## src/rtl/mem_stage_lsu_pkg.sv

```systemverilog
// ----------------------------------------------------------------------------
// mem_stage_lsu_pkg
// Shared types and helpers for the MEM-stage load/store unit.
//   lsu_state_t   : bus FSM states (IDLE -> WAIT -> DONE -> IDLE)
//   lsu_size_t    : access size (byte / halfword / word)
//   size_decode() : halfM/bM to lsu_size_t (byte wins when both are set)
//   lane_align()  : forces the low address bits to the natural alignment
//   is_misaligned(): true when the low address bits break natural alignment
//   be_gen()      : little-endian byte enables for an aligned lane
//   store_rep()   : replicates right-justified store data across the word
// ----------------------------------------------------------------------------
package mem_stage_lsu_pkg;

  typedef enum logic [1:0] {IDLE, WAIT, DONE} lsu_state_t;

  typedef enum {SZ_B, SZ_H, SZ_W} lsu_size_t;

  function automatic lsu_size_t size_decode(input logic half, input logic bsel);
    if (bsel)
      return SZ_B;
    else if (half)
      return SZ_H;
    return SZ_W;
  endfunction

  // Truncated alignment: a half keeps only addr[1], a word keeps nothing.
  function automatic logic [1:0] lane_align(input lsu_size_t size, input logic [1:0] lo);
    case (size)
      SZ_B:    return lo;
      SZ_H:    return {lo[1], 1'b0};
      default: return 2'b00;
    endcase
  endfunction

  function automatic logic is_misaligned(input lsu_size_t size, input logic [1:0] lo);
    case (size)
      SZ_B:    return 1'b0;
      SZ_H:    return lo[0];
      default: return |lo;
    endcase
  endfunction

  function automatic logic [3:0] be_gen(input lsu_size_t size, input logic [1:0] lane);
    case (size)
      SZ_B:    return 4'b0001 << lane;
      SZ_H:    return 4'b0011 << {lane[1], 1'b0};
      default: return 4'b1111;
    endcase
  endfunction

  function automatic logic [31:0] store_rep(input lsu_size_t size, input logic [31:0] wd);
    case (size)
      SZ_B:    return {4{wd[7:0]}};
      SZ_H:    return {2{wd[15:0]}};
      default: return wd;
    endcase
  endfunction

endpackage

```

## src/rtl/mem_stage_lsu_if.sv

```systemverilog
// ----------------------------------------------------------------------------
// mem_stage_lsu_if
// Handshaked data-memory bus between the load/store unit and data memory.
//   req   : request, held until ack
//   we    : 1 = write
//   be    : byte enables (little-endian)
//   addr  : word-aligned byte address, ADDR_W bits
//   wdata : replicated store data
//   ack   : completes the request; rdata valid in the same cycle
//   rdata : read word
// Modports: master (load/store unit), slave (memory).
// ----------------------------------------------------------------------------
interface mem_stage_lsu_if #(
  parameter int ADDR_W = 32
);

  logic              req;
  logic              we;
  logic [3:0]        be;
  logic [ADDR_W-1:0] addr;
  logic [31:0]       wdata;
  logic              ack;
  logic [31:0]       rdata;

  modport master (
    output req, we, be, addr, wdata,
    input  ack, rdata
  );

  modport slave (
    input  req, we, be, addr, wdata,
    output ack, rdata
  );

endinterface

```

## src/rtl/mem_stage_lsu_load_align.sv

```systemverilog
// ----------------------------------------------------------------------------
// lsu_load_align
// Combinational load lane select and sign/zero extension.
//   i_rdata    : raw read word from memory
//   i_lane     : aligned byte offset of the access
//   i_size     : access size
//   i_unsigned : 1 = zero-extend, 0 = sign-extend
//   o_data     : 32-bit extended load value
// ----------------------------------------------------------------------------
module lsu_load_align
  import mem_stage_lsu_pkg::*;
(
  input  logic [31:0] i_rdata,
  input  logic [1:0]  i_lane,
  input  lsu_size_t   i_size,
  input  logic        i_unsigned,
  output logic [31:0] o_data
);

  logic [7:0]  w_lanes [4];
  logic [7:0]  w_byte;
  logic [15:0] w_half;

  genvar gi;
  generate
    for (gi = 0; gi < 4; gi++) begin : g_lane
      assign w_lanes[gi] = i_rdata[8*gi +: 8];
    end
  endgenerate

  always_comb begin
    w_byte = w_lanes[i_lane];
    // Lane is already aligned for halves, so only lane[1] picks the pair.
    w_half = {w_lanes[{i_lane[1], 1'b1}], w_lanes[{i_lane[1], 1'b0}]};
    o_data = i_rdata;
    case (i_size)
      SZ_B:    o_data = {{24{w_byte[7] & ~i_unsigned}}, w_byte};
      SZ_H:    o_data = {{16{w_half[15] & ~i_unsigned}}, w_half};
      default: o_data = i_rdata;
    endcase
  end

endmodule

```

## src/rtl/mem_stage_lsu.sv

```systemverilog
// ----------------------------------------------------------------------------
// mem_stage_lsu
// Load/store unit of the MEM stage. Turns the M-stage access (aluoutM,
// writedataM, size controls) into one handshaked bus transaction, stalls the
// pipeline while it is outstanding and returns the extended load value.
//
// Parameters
//   ADDR_W      : bus byte-address width (<= 32)
//   TIMEOUT_CYC : WAIT cycles without ack before the access is aborted (>= 1)
//
// Ports
//   clk, reset  : clock; asynchronous active-low reset
//   memreadM/memwriteM/halfM/bM/bunsignedM : M-stage access controls
//   aluoutM     : effective byte address
//   writedataM  : right-justified store data
//   readdataM   : extended load data, valid while ldvalidM=1
//   ldvalidM    : load result valid (DONE cycle)
//   stallM      : hold F/D/E/M stages
//   misalignM   : 1-cycle pulse, misaligned access suppressed
//   buserrM     : 1-cycle pulse, ack timeout
//   dmem        : data-memory bus (mem_stage_lsu_if.master)
//
// Build option: define LSU_MISALIGN_TRAP_EN to suppress misaligned halves
// and words (misalignM pulse, no request, no stall). Without it misalignM is
// tied 0 and the offending low address bits are truncated to alignment.
// ----------------------------------------------------------------------------
module mem_stage_lsu
  import mem_stage_lsu_pkg::*;
#(
  parameter int ADDR_W      = 32,
  parameter int TIMEOUT_CYC = 255
) (
  input  logic        clk,
  input  logic        reset,
  input  logic        memreadM,
  input  logic        memwriteM,
  input  logic        halfM,
  input  logic        bM,
  input  logic        bunsignedM,
  input  logic [31:0] aluoutM,
  input  logic [31:0] writedataM,
  output logic [31:0] readdataM,
  output logic        ldvalidM,
  output logic        stallM,
  output logic        misalignM,
  output logic        buserrM,
  mem_stage_lsu_if.master dmem
);

  localparam int                CNT_W   = $clog2(TIMEOUT_CYC + 1);
  localparam logic [CNT_W-1:0]  TMO_VAL = CNT_W'(TIMEOUT_CYC);

  // --------------------------------------------------------------------------
  // M-stage decode (access cycle)
  // --------------------------------------------------------------------------
  lsu_size_t         w_size;
  logic [1:0]        w_lane;
  logic              w_mem_op;
  logic              w_misaligned;
  logic              w_access;
  logic [3:0]        w_be;
  logic [31:0]       w_wdata;
  logic [ADDR_W-1:0] w_addr;

  assign w_size   = size_decode(halfM, bM);
  assign w_lane   = lane_align(w_size, aluoutM[1:0]);
  assign w_mem_op = memreadM | memwriteM;
  assign w_be     = be_gen(w_size, w_lane);
  assign w_wdata  = store_rep(w_size, writedataM);
  assign w_addr   = {aluoutM[ADDR_W-1:2], 2'b00};

`ifdef LSU_MISALIGN_TRAP_EN
  assign w_misaligned = is_misaligned(w_size, aluoutM[1:0]);
`else
  assign w_misaligned = 1'b0;
`endif

  // Gating with reset keeps every combinational output low while reset is
  // held, even if the M-stage still presents an access.
  assign w_access = reset & w_mem_op & ~w_misaligned;

  // --------------------------------------------------------------------------
  // State
  // --------------------------------------------------------------------------
  lsu_state_t        r_state;
  logic              r_we;
  logic [3:0]        r_be;
  logic [ADDR_W-1:0] r_addr;
  logic [31:0]       r_wdata;
  logic [1:0]        r_lane;
  lsu_size_t         r_size;
  logic              r_unsigned;
  logic              r_is_load;
  logic [CNT_W-1:0]  r_cnt;
  logic [31:0]       r_rdata;
  logic              r_ldvalid;
  logic              r_buserr;

  logic [CNT_W-1:0]  w_cnt_inc;
  logic [31:0]       w_ld_data;

  assign w_cnt_inc = r_cnt + 1'b1;

  lsu_load_align u_load_align (
    .i_rdata    (dmem.rdata),
    .i_lane     (r_lane),
    .i_size     (r_size),
    .i_unsigned (r_unsigned),
    .o_data     (w_ld_data)
  );

  always_ff @(posedge clk or negedge reset) begin
    if (!reset) begin
      r_state    <= IDLE;
      r_we       <= 1'b0;
      r_be       <= '0;
      r_addr     <= '0;
      r_wdata    <= '0;
      r_lane     <= '0;
      r_size     <= SZ_B;
      r_unsigned <= 1'b0;
      r_is_load  <= 1'b0;
      r_cnt      <= '0;
      r_rdata    <= '0;
      r_ldvalid  <= 1'b0;
      r_buserr   <= 1'b0;
    end else begin
      r_buserr <= 1'b0;
      case (r_state)
        IDLE: begin
          if (w_access) begin
            // Snapshot the access so the bus stays stable through WAIT.
            r_state    <= WAIT;
            r_we       <= memwriteM;
            r_be       <= w_be;
            r_addr     <= w_addr;
            r_wdata    <= w_wdata;
            r_lane     <= w_lane;
            r_size     <= w_size;
            r_unsigned <= bunsignedM;
            r_is_load  <= memreadM & ~memwriteM;
            r_cnt      <= '0;
          end
        end
        WAIT: begin
          r_cnt <= w_cnt_inc;
          // An ack in the last allowed cycle still completes normally.
          if (dmem.ack) begin
            r_state <= DONE;
            if (r_is_load) begin
              r_rdata   <= w_ld_data;
              r_ldvalid <= 1'b1;
            end
          end else if (w_cnt_inc == TMO_VAL) begin
            r_state  <= DONE;
            r_buserr <= 1'b1;
          end
        end
        DONE: begin
          r_state   <= IDLE;
          r_ldvalid <= 1'b0;
          r_rdata   <= '0;
        end
        default: r_state <= IDLE;
      endcase
    end
  end

  // --------------------------------------------------------------------------
  // Bus drive: live M-stage values in the access cycle, snapshot in WAIT.
  // --------------------------------------------------------------------------
  always_comb begin
    dmem.req   = 1'b0;
    dmem.we    = 1'b0;
    dmem.be    = '0;
    dmem.addr  = '0;
    dmem.wdata = '0;
    if (r_state == WAIT) begin
      dmem.req   = 1'b1;
      dmem.we    = r_we;
      dmem.be    = r_be;
      dmem.addr  = r_addr;
      dmem.wdata = r_wdata;
    end else if ((r_state == IDLE) && w_access) begin
      dmem.req   = 1'b1;
      dmem.we    = memwriteM;
      dmem.be    = w_be;
      dmem.addr  = w_addr;
      dmem.wdata = w_wdata;
    end
  end

  // DONE releases the stall so the pipeline advances exactly once per access.
  assign stallM    = (r_state == WAIT) | ((r_state == IDLE) & w_access);
  assign readdataM = r_rdata;
  assign ldvalidM  = r_ldvalid;
  assign buserrM   = r_buserr;

`ifdef LSU_MISALIGN_TRAP_EN
  assign misalignM = reset & (r_state == IDLE) & w_mem_op & w_misaligned;
`else
  assign misalignM = 1'b0;
`endif

endmodule

```

## src/flat_wrapper.sv

```systemverilog
// flat-port wrapper written by rule: the top's interface ports become plain ports
module mem_stage_lsu_flat import mem_stage_lsu_pkg::*;
#(
  parameter int ADDR_W      = 32,
  parameter int TIMEOUT_CYC = 255
)
  (clk, reset, memreadM, memwriteM, halfM, bM, bunsignedM, aluoutM, writedataM, readdataM, ldvalidM, stallM, misalignM, buserrM, dmem_req, dmem_we, dmem_be, dmem_addr, dmem_wdata, dmem_ack, dmem_rdata);
  mem_stage_lsu_if #(.ADDR_W(ADDR_W)) dmem_i ();
  input  logic clk;
  input  logic reset;
  input  logic memreadM;
  input  logic memwriteM;
  input  logic halfM;
  input  logic bM;
  input  logic bunsignedM;
  input  logic [31:0] aluoutM;
  input  logic [31:0] writedataM;
  output logic [31:0] readdataM;
  output logic ldvalidM;
  output logic stallM;
  output logic misalignM;
  output logic buserrM;
  output wire logic [$bits(dmem_i.req)-1:0] dmem_req;
  output wire logic [$bits(dmem_i.we)-1:0] dmem_we;
  output wire logic [$bits(dmem_i.be)-1:0] dmem_be;
  output wire logic [$bits(dmem_i.addr)-1:0] dmem_addr;
  output wire logic [$bits(dmem_i.wdata)-1:0] dmem_wdata;
  input wire logic [$bits(dmem_i.ack)-1:0] dmem_ack;
  input wire logic [$bits(dmem_i.rdata)-1:0] dmem_rdata;
  assign dmem_req = dmem_i.req;
  assign dmem_we = dmem_i.we;
  assign dmem_be = dmem_i.be;
  assign dmem_addr = dmem_i.addr;
  assign dmem_wdata = dmem_i.wdata;
  assign dmem_i.ack = dmem_ack;
  assign dmem_i.rdata = dmem_rdata;
  mem_stage_lsu #(.ADDR_W(ADDR_W), .TIMEOUT_CYC(TIMEOUT_CYC)) u_core (.clk(clk), .reset(reset), .memreadM(memreadM), .memwriteM(memwriteM), .halfM(halfM), .bM(bM), .bunsignedM(bunsignedM), .aluoutM(aluoutM), .writedataM(writedataM), .readdataM(readdataM), .ldvalidM(ldvalidM), .stallM(stallM), .misalignM(misalignM), .buserrM(buserrM), .dmem(dmem_i));
endmodule
```

## config.mk

```make
export PLATFORM = sky130hd
export DESIGN_NAME = mem_stage_lsu_flat
export DESIGN_NICKNAME = d
export VERILOG_FILES = /design/src/rtl/mem_stage_lsu_pkg.sv /design/src/rtl/mem_stage_lsu_if.sv /design/src/rtl/mem_stage_lsu_load_align.sv /design/src/rtl/mem_stage_lsu.sv /design/src/flat_wrapper.sv
export SDC_FILE = /design/constraint.sdc
export NUM_CORES = 1
export LEC_CHECK = 0
export ABC_AREA = 0
export CAP_MARGIN = 15
export CORE_MARGIN = 2
export CORE_UTILIZATION = 45
export DETAILED_ROUTE_END_ITERATION = 16
export PLACE_DENSITY = 0.79
export SLEW_MARGIN = 10
export SYNTH_ARGS = -nofsm -noshare
export SYNTH_HDL_FRONTEND = slang
export SYNTH_SLANG_ARGS = --single-unit
```

## constraint.sdc

```tcl
create_clock -name clk -period 2.3 [get_ports clk]
set_input_delay 0.575 -clock clk [delete_from_list [all_inputs] [get_ports clk]]
set_output_delay 0.575 -clock clk [all_outputs]
set_load 0.01 [all_outputs]
```

### Word level (Yosys, flattened, before mapping)

Cells that the tools add are included.

* bits in latches: 0
* memories kept: 0
* word-level logic and storage cells: 93
* RAM bits: 0
* input port bits: 104
* bits in read-only memories: 0
* register bits after elaboration: 147

* divide/modulo/power cells: 0
* $add $sub $neg: 1
* mux-type cells: 43
* shift operators: 2
* multipliers: 0
* order comparisons: 3
* reduce and logical (&&, ||, !) cells: 10
* eq/ne operators: 9
* bitwise logic cells: 12

Operators by type and width (number)
* $mux 32: 7
* $pmux 32 s2: 3
* $eq 32x1->1 const B: 2
* $logic_not 32->1: 2
* $mux 8: 7
* $bmux 8 s2: 3
* $pmux 8 s2: 1
* $mux 1: 13
* $ge 3x3->1 const B: 3
* $not 2->3: 3
* $add 8x1->8 const B: 1
* $eq 8x8->1 const B: 1
* $mux 4: 2
* $pmux 2 s2: 2
* $pmux 4 s2: 1
* $mux 2: 3
* $reduce_and 2->1: 3
* $and 1x1->1: 5
* $ne 2x1->1 const B: 2
* $reduce_bool 2->1: 2
* $shl 1x2->4 const A: 1
* $shl 2x2->4 const A: 1
* $ne 3x2->1 const B: 1
* $reduce_and 3->1: 1
* other kinds (8): 10

### Logic depth before layout (Yosys ltp)

* depth after elaboration: 9
* gate-level depth with buffers: 6
* gate-level depth less buffers: 5

### Cells and area by module

Synthesis repeated with hierarchy kept, for this count alone.

* cells, all modules: 701
* area, all modules: 6276.0 um2

Modules (own cells, without submodules)
* mem_stage_lsu: instances 1, seq. area each 2927.8 um2, cells each 589, area an instance 5489.0 um2
* lsu_load_align: instances 1, seq. area each 0.0 um2, cells each 112, area an instance 787.0 um2

### Least setup slack after synthesis

OpenSTA, ideal clock, no wires.

* path type: input to output
* start: input halfM
* end: output dmem_wdata[23]
* cell stages on the path: 6
* path slack: 39 ps
* path buffers: 2
* required time: 1725 ps
* arrival time: 1686 ps
* cells stage by stage: clkbuf_1 > nor2_1 > clkbuf_1 > nand2_1 > a21oi_1 > a21o_1

* longest elaborated chain between the ends: 7
* elaborated cells between the ends (all ways): 10
* classes of those cells: eq/ne: 1; mux: 8; reduce/logical: 1

RTL lines
* start, declared: line flat_wrapper.sv:13 `input logic halfM;`
* $mux 1: line mem_stage_lsu_pkg.sv:21 `else if (half)`
* $mux 1: line mem_stage_lsu_pkg.sv:19 `if (bsel)`
* $mux 32 *: line mem_stage_lsu_pkg.sv:23 `return SZ_W;`
* $eq 32x1->1 or $logic_not 32->1 (tied branches): line mem_stage_lsu_pkg.sv:52 `case (size)`
* $pmux 32 s2 *: line mem_stage_lsu_pkg.sv:52
* $mux 32 *: line mem_stage_lsu.sv:184 `end else if ((r_state == IDLE) && w_access) begin`
* $mux 32 *: line mem_stage_lsu.sv:178 `if (r_state == WAIT) begin`
* end, declared: line flat_wrapper.sv:27 `output wire logic [$bits(dmem_i.wdata)-1:0] dmem_wdata;`

Every way passes the cells marked *; elsewhere a longest branch is shown, timed or not.

### Worst setup path after layout

* start: register u_core.r_state[0]
* end: output dmem_be[3]

* longest elaborated chain between the ends: 4
* elaborated cells between the ends (all ways): 5
* classes of those cells: eq/ne: 1; mux: 2; reduce/logical: 2

RTL lines
* start, declared: line mem_stage_lsu.sv:85 `lsu_state_t r_state;`
* start signal, assigned: line mem_stage_lsu.sv:114 `r_state <= IDLE;`
* start signal, assigned: line mem_stage_lsu.sv:133 `r_state <= WAIT;`
* start signal, assigned: line mem_stage_lsu.sv:149 `r_state <= DONE;`
* $logic_not 2->1: line mem_stage_lsu.sv:184
* $logic_and 1x1->1: line mem_stage_lsu.sv:184
* $mux 4: line mem_stage_lsu.sv:184
* $mux 4 *: line mem_stage_lsu.sv:178
* end, declared: line flat_wrapper.sv:25 `output wire logic [$bits(dmem_i.be)-1:0] dmem_be;`

Marked as above.

==> metrics.txt <==
Finish-stage setup viols 66; Initial Utilization 46.4%; pwr/cell area 1020 nW/um^2; asr flop ratio synth 100%; sw power 3800 uW; Setup CP Type flip-flop to output port; RSZ-0062 raised after global routing true; simple logic cell fraction of the synthesized area 22.7%; Int Pwr 6940 uW; IO Pins 210; Synth Instances 692; Hold/Removal Path Class input pin to asynchronous set/reset pin; drt drc 0; synthesis warning total 0; Worst Skew 0.0142 ns; row count 41; DRT Pass-1 Iters 5; Via density 5.91; outcome complete, but fails checks; top_reg_cell synth dfrtp_1; die height 118 um; Setup crit end kind output port; Root Driver clkbuf_16; number of flops mapped to enable cells by yosys 0; Post-Synth Adder-Cell Area 0.424%; routed len/inst 22.4 um; Mapped Avg Cell Area 8.52 sq um; total overflow reported by the global router 0; Cell Count, Final, Fillers Out 1,198; Top Metal Used met5; final WL 26,800 um; Combinational Power Share 42.0%; clock-pin slew on the worst setup and hold paths 0.06 ns; Die ar. 14,000 sq um; most frequent cells in the layout nand2_1 (207), clkdlybuf4s50_1 (130), dfrtp_1 (117); reg2reg path depth 8; # Max-Cap Violations 0; Synth-to-Final Area Change 79.1%; most common cell after layout, fill and taps aside nand2_1; Nets 1,119; routed wl met3 2660 um; complex-gate fraction of the synthesized area 19.6%; Synth Cell Area 5900 sq um; vias 7,084; antenna-violating nets left 0; pin count of the biggest net entering global routing 68; Fillers 684; Inserted Diodes 0; Max Buffers Root-to-Sink 2; H-tree depth 4; Worst Max-Slew Pin Slew 0.868 ns; total negative slack -6.60 ns; sequential area share after synthesis 49.6%; I/O Buffers 206; largest family of logic cells by synthesized area simple AND/OR/NAND/NOR gates; Routed met1 length 9230 um; Post-Synth XOR/XNOR Area 0.297%; final core utilization 83.0%; Core ar. 12,700 sq um; switching share of power 35.4%; VDD IR-drop max 0.000633 V; sequential power share 31.0%; Clk Latency, worst-skew pair 0.44 ns; CTS tree yes; crit path DAT 1.92 ns; Horiz. Die Dim 118 um; fin area 10,600 sq um; worst-path maximum fanout 8; via count of the first global-routing pass 6,642; final worst path period share 108%; Final Hold Viols 0; Leak 0.00538 uW; Slew Limit Headroom 42.1%; first-pass GRT wire length 34,200 um; FF+latch count, synth 117; routed wl met2 13,000 um; final worst path period need 2.49 ns; total track usage 30.9%; post-synth cell types 42; RD Place Congestion 0.886; initial antenna violation count 1; post-placement cell count 1,113; clk sinks 117; CTS Hold Bufs 0; failing checks negative setup slack; Clk network pwr share 27.0%; f_max 401 MHz; post-DP HPWL 13,600 um; WP data required 1.73 ns; TritonCTS Buffers 17; Starting DRT DRC Count 868; Slew Limit Fails 0; PnR worst setup slack -0.191 ns; share of layout cells above drive strength 1 36.4%; placed cell area 8750 sq um; startpoint types flip-flop; mux share of post-synthesis cell area 3.14%; hold_ws 0.414 ns
-- area by class of cell --
cell class	instances	area, sq um	share of cell area, %
clock buffers	19	453	4.29
clock inverters	13	180	1.71
inverters	6	23.8	0.225
multi-input cells	521	3400	32.2
flip-flops and latches	117	2930	27.7
well taps	172	215	2.04
repair buffers	350	3360	31.8
-- registers in the layout, indices dropped and copies added, names as in the netlist, 2 cells and up --
register,count
u_core.readdataM,32
u_core.r_wdata,32
u_core.r_cnt,8
u_core.r_size,2
u_core.r_be,4
u_core.r_addr,30
u_core.r_lane,2
u_core.r_state,2
-- cells by family (layout without fill, tap and decap cells) --
logic type / count (synthesis) / in the layout
simple gates: 333 / 333
compound gates: 164 / 164
flops: 117 / 117
buf+inv: 56 / 388
mux: 17 / 17
fa+ha+maj: 2 / 2
xor+xnor: 2 / 2
other cells: 1 / 3
-- timing repair --
item,in CTS,in global routing
gates resized for setup,408,135
setup endpoints to repair,85,85
gates cloned,7,2
hold endpoints to repair,0,0
pin swaps,20,35
buffers inserted,28,21
-- metal layers --
| layer | global-route usage [%] | vias to the layer above |
|---|---|---|
| met1 | 35.6 | 3398 |
| li1 | - | 2985 |
| met4 | 15.5 | 2 |
| met5 | 0 | - |
| met3 | 9.07 | 165 |
| met2 | 52.5 | 534 |
-- power by group through the flow --
stage          sequential (uW)  combinational (uW)  clock (uW)
3_3_place_gp              3230                3640           0
6_report                  3340                4510        2900
5_1_grt                   3390                4760        3000
3_5_place_dp              3270                3740           0
4_1_cts                   3260                3930        2860
2_1_floorplan             3270                1660           0
-- cell usage after synthesis (7+ instances only) --
master | number | share of area, %
a21o_1 | 34 | 4.3
nand3_1 | 7 | 0.59
nand2b_1 | 11 | 1.2
o2bb2ai_1 | 14 | 2.1
a21oi_1 | 23 | 2.0
nand2_1 | 280 | 18
mux2i_1 | 8 | 1.4
clkbuf_1 | 30 | 1.9
mux2_2 | 8 | 1.5
nor3_1 | 8 | 0.68
buf_1 | 12 | 0.76
o21ai_0 | 43 | 3.6
o21a_1 | 17 | 2.2
dfrtp_1 | 117 | 50
nor2_1 | 14 | 0.89
a221o_1 | 16 | 2.7
-- final timing paths --
path | startpoint | end | slack, ns
worst max-delay path | u_core.r_state[0]$_DFFE_PN0P_ | dmem_be[3] | -0.19
worst min-delay path | reset | u_core.readdataM[16]$_DFFE_PN0P_ | 0.41
worst max register to register | u_core.r_state[0]$_DFFE_PN0P_ | u_core.readdataM[25]$_DFFE_PN0P_ | 0.26
worst min register to register | u_core.r_wdata[6]$_DFFE_PN0P_ | u_core.r_wdata[6]$_DFFE_PN0P_ | 0.48
max in group asynchronous | reset | u_core.r_wdata[26]$_DFFE_PN0P_ | 0.70
min in group clk | memwriteM | u_core.r_we$_DFFE_PN0P_ | 0.45
-- stage by stage --
| step | setup WS (ns) | power [uW] |
|---|---|---|
| finish | -0.191 | 10700 |
| global route | -0.239 | 11200 |
| CTS | -0.176 | 10000 |
| detailed placement | -0.771 | 7010 |
| global placement | -0.788 | 6870 |
| floorplan | 0.0393 | 4930 |
-- critical path, stage by stage (launching register included) --
cell and delay [ns]:
dfrtp_1 0.39, nor2_1 0.11, buf_4 0.17, and2_4 0.24, buf_6 0.17, o211ai_1 0.13
nand2_1 0.15, buf_6 0.13
(Power assumes the default switching activity.)
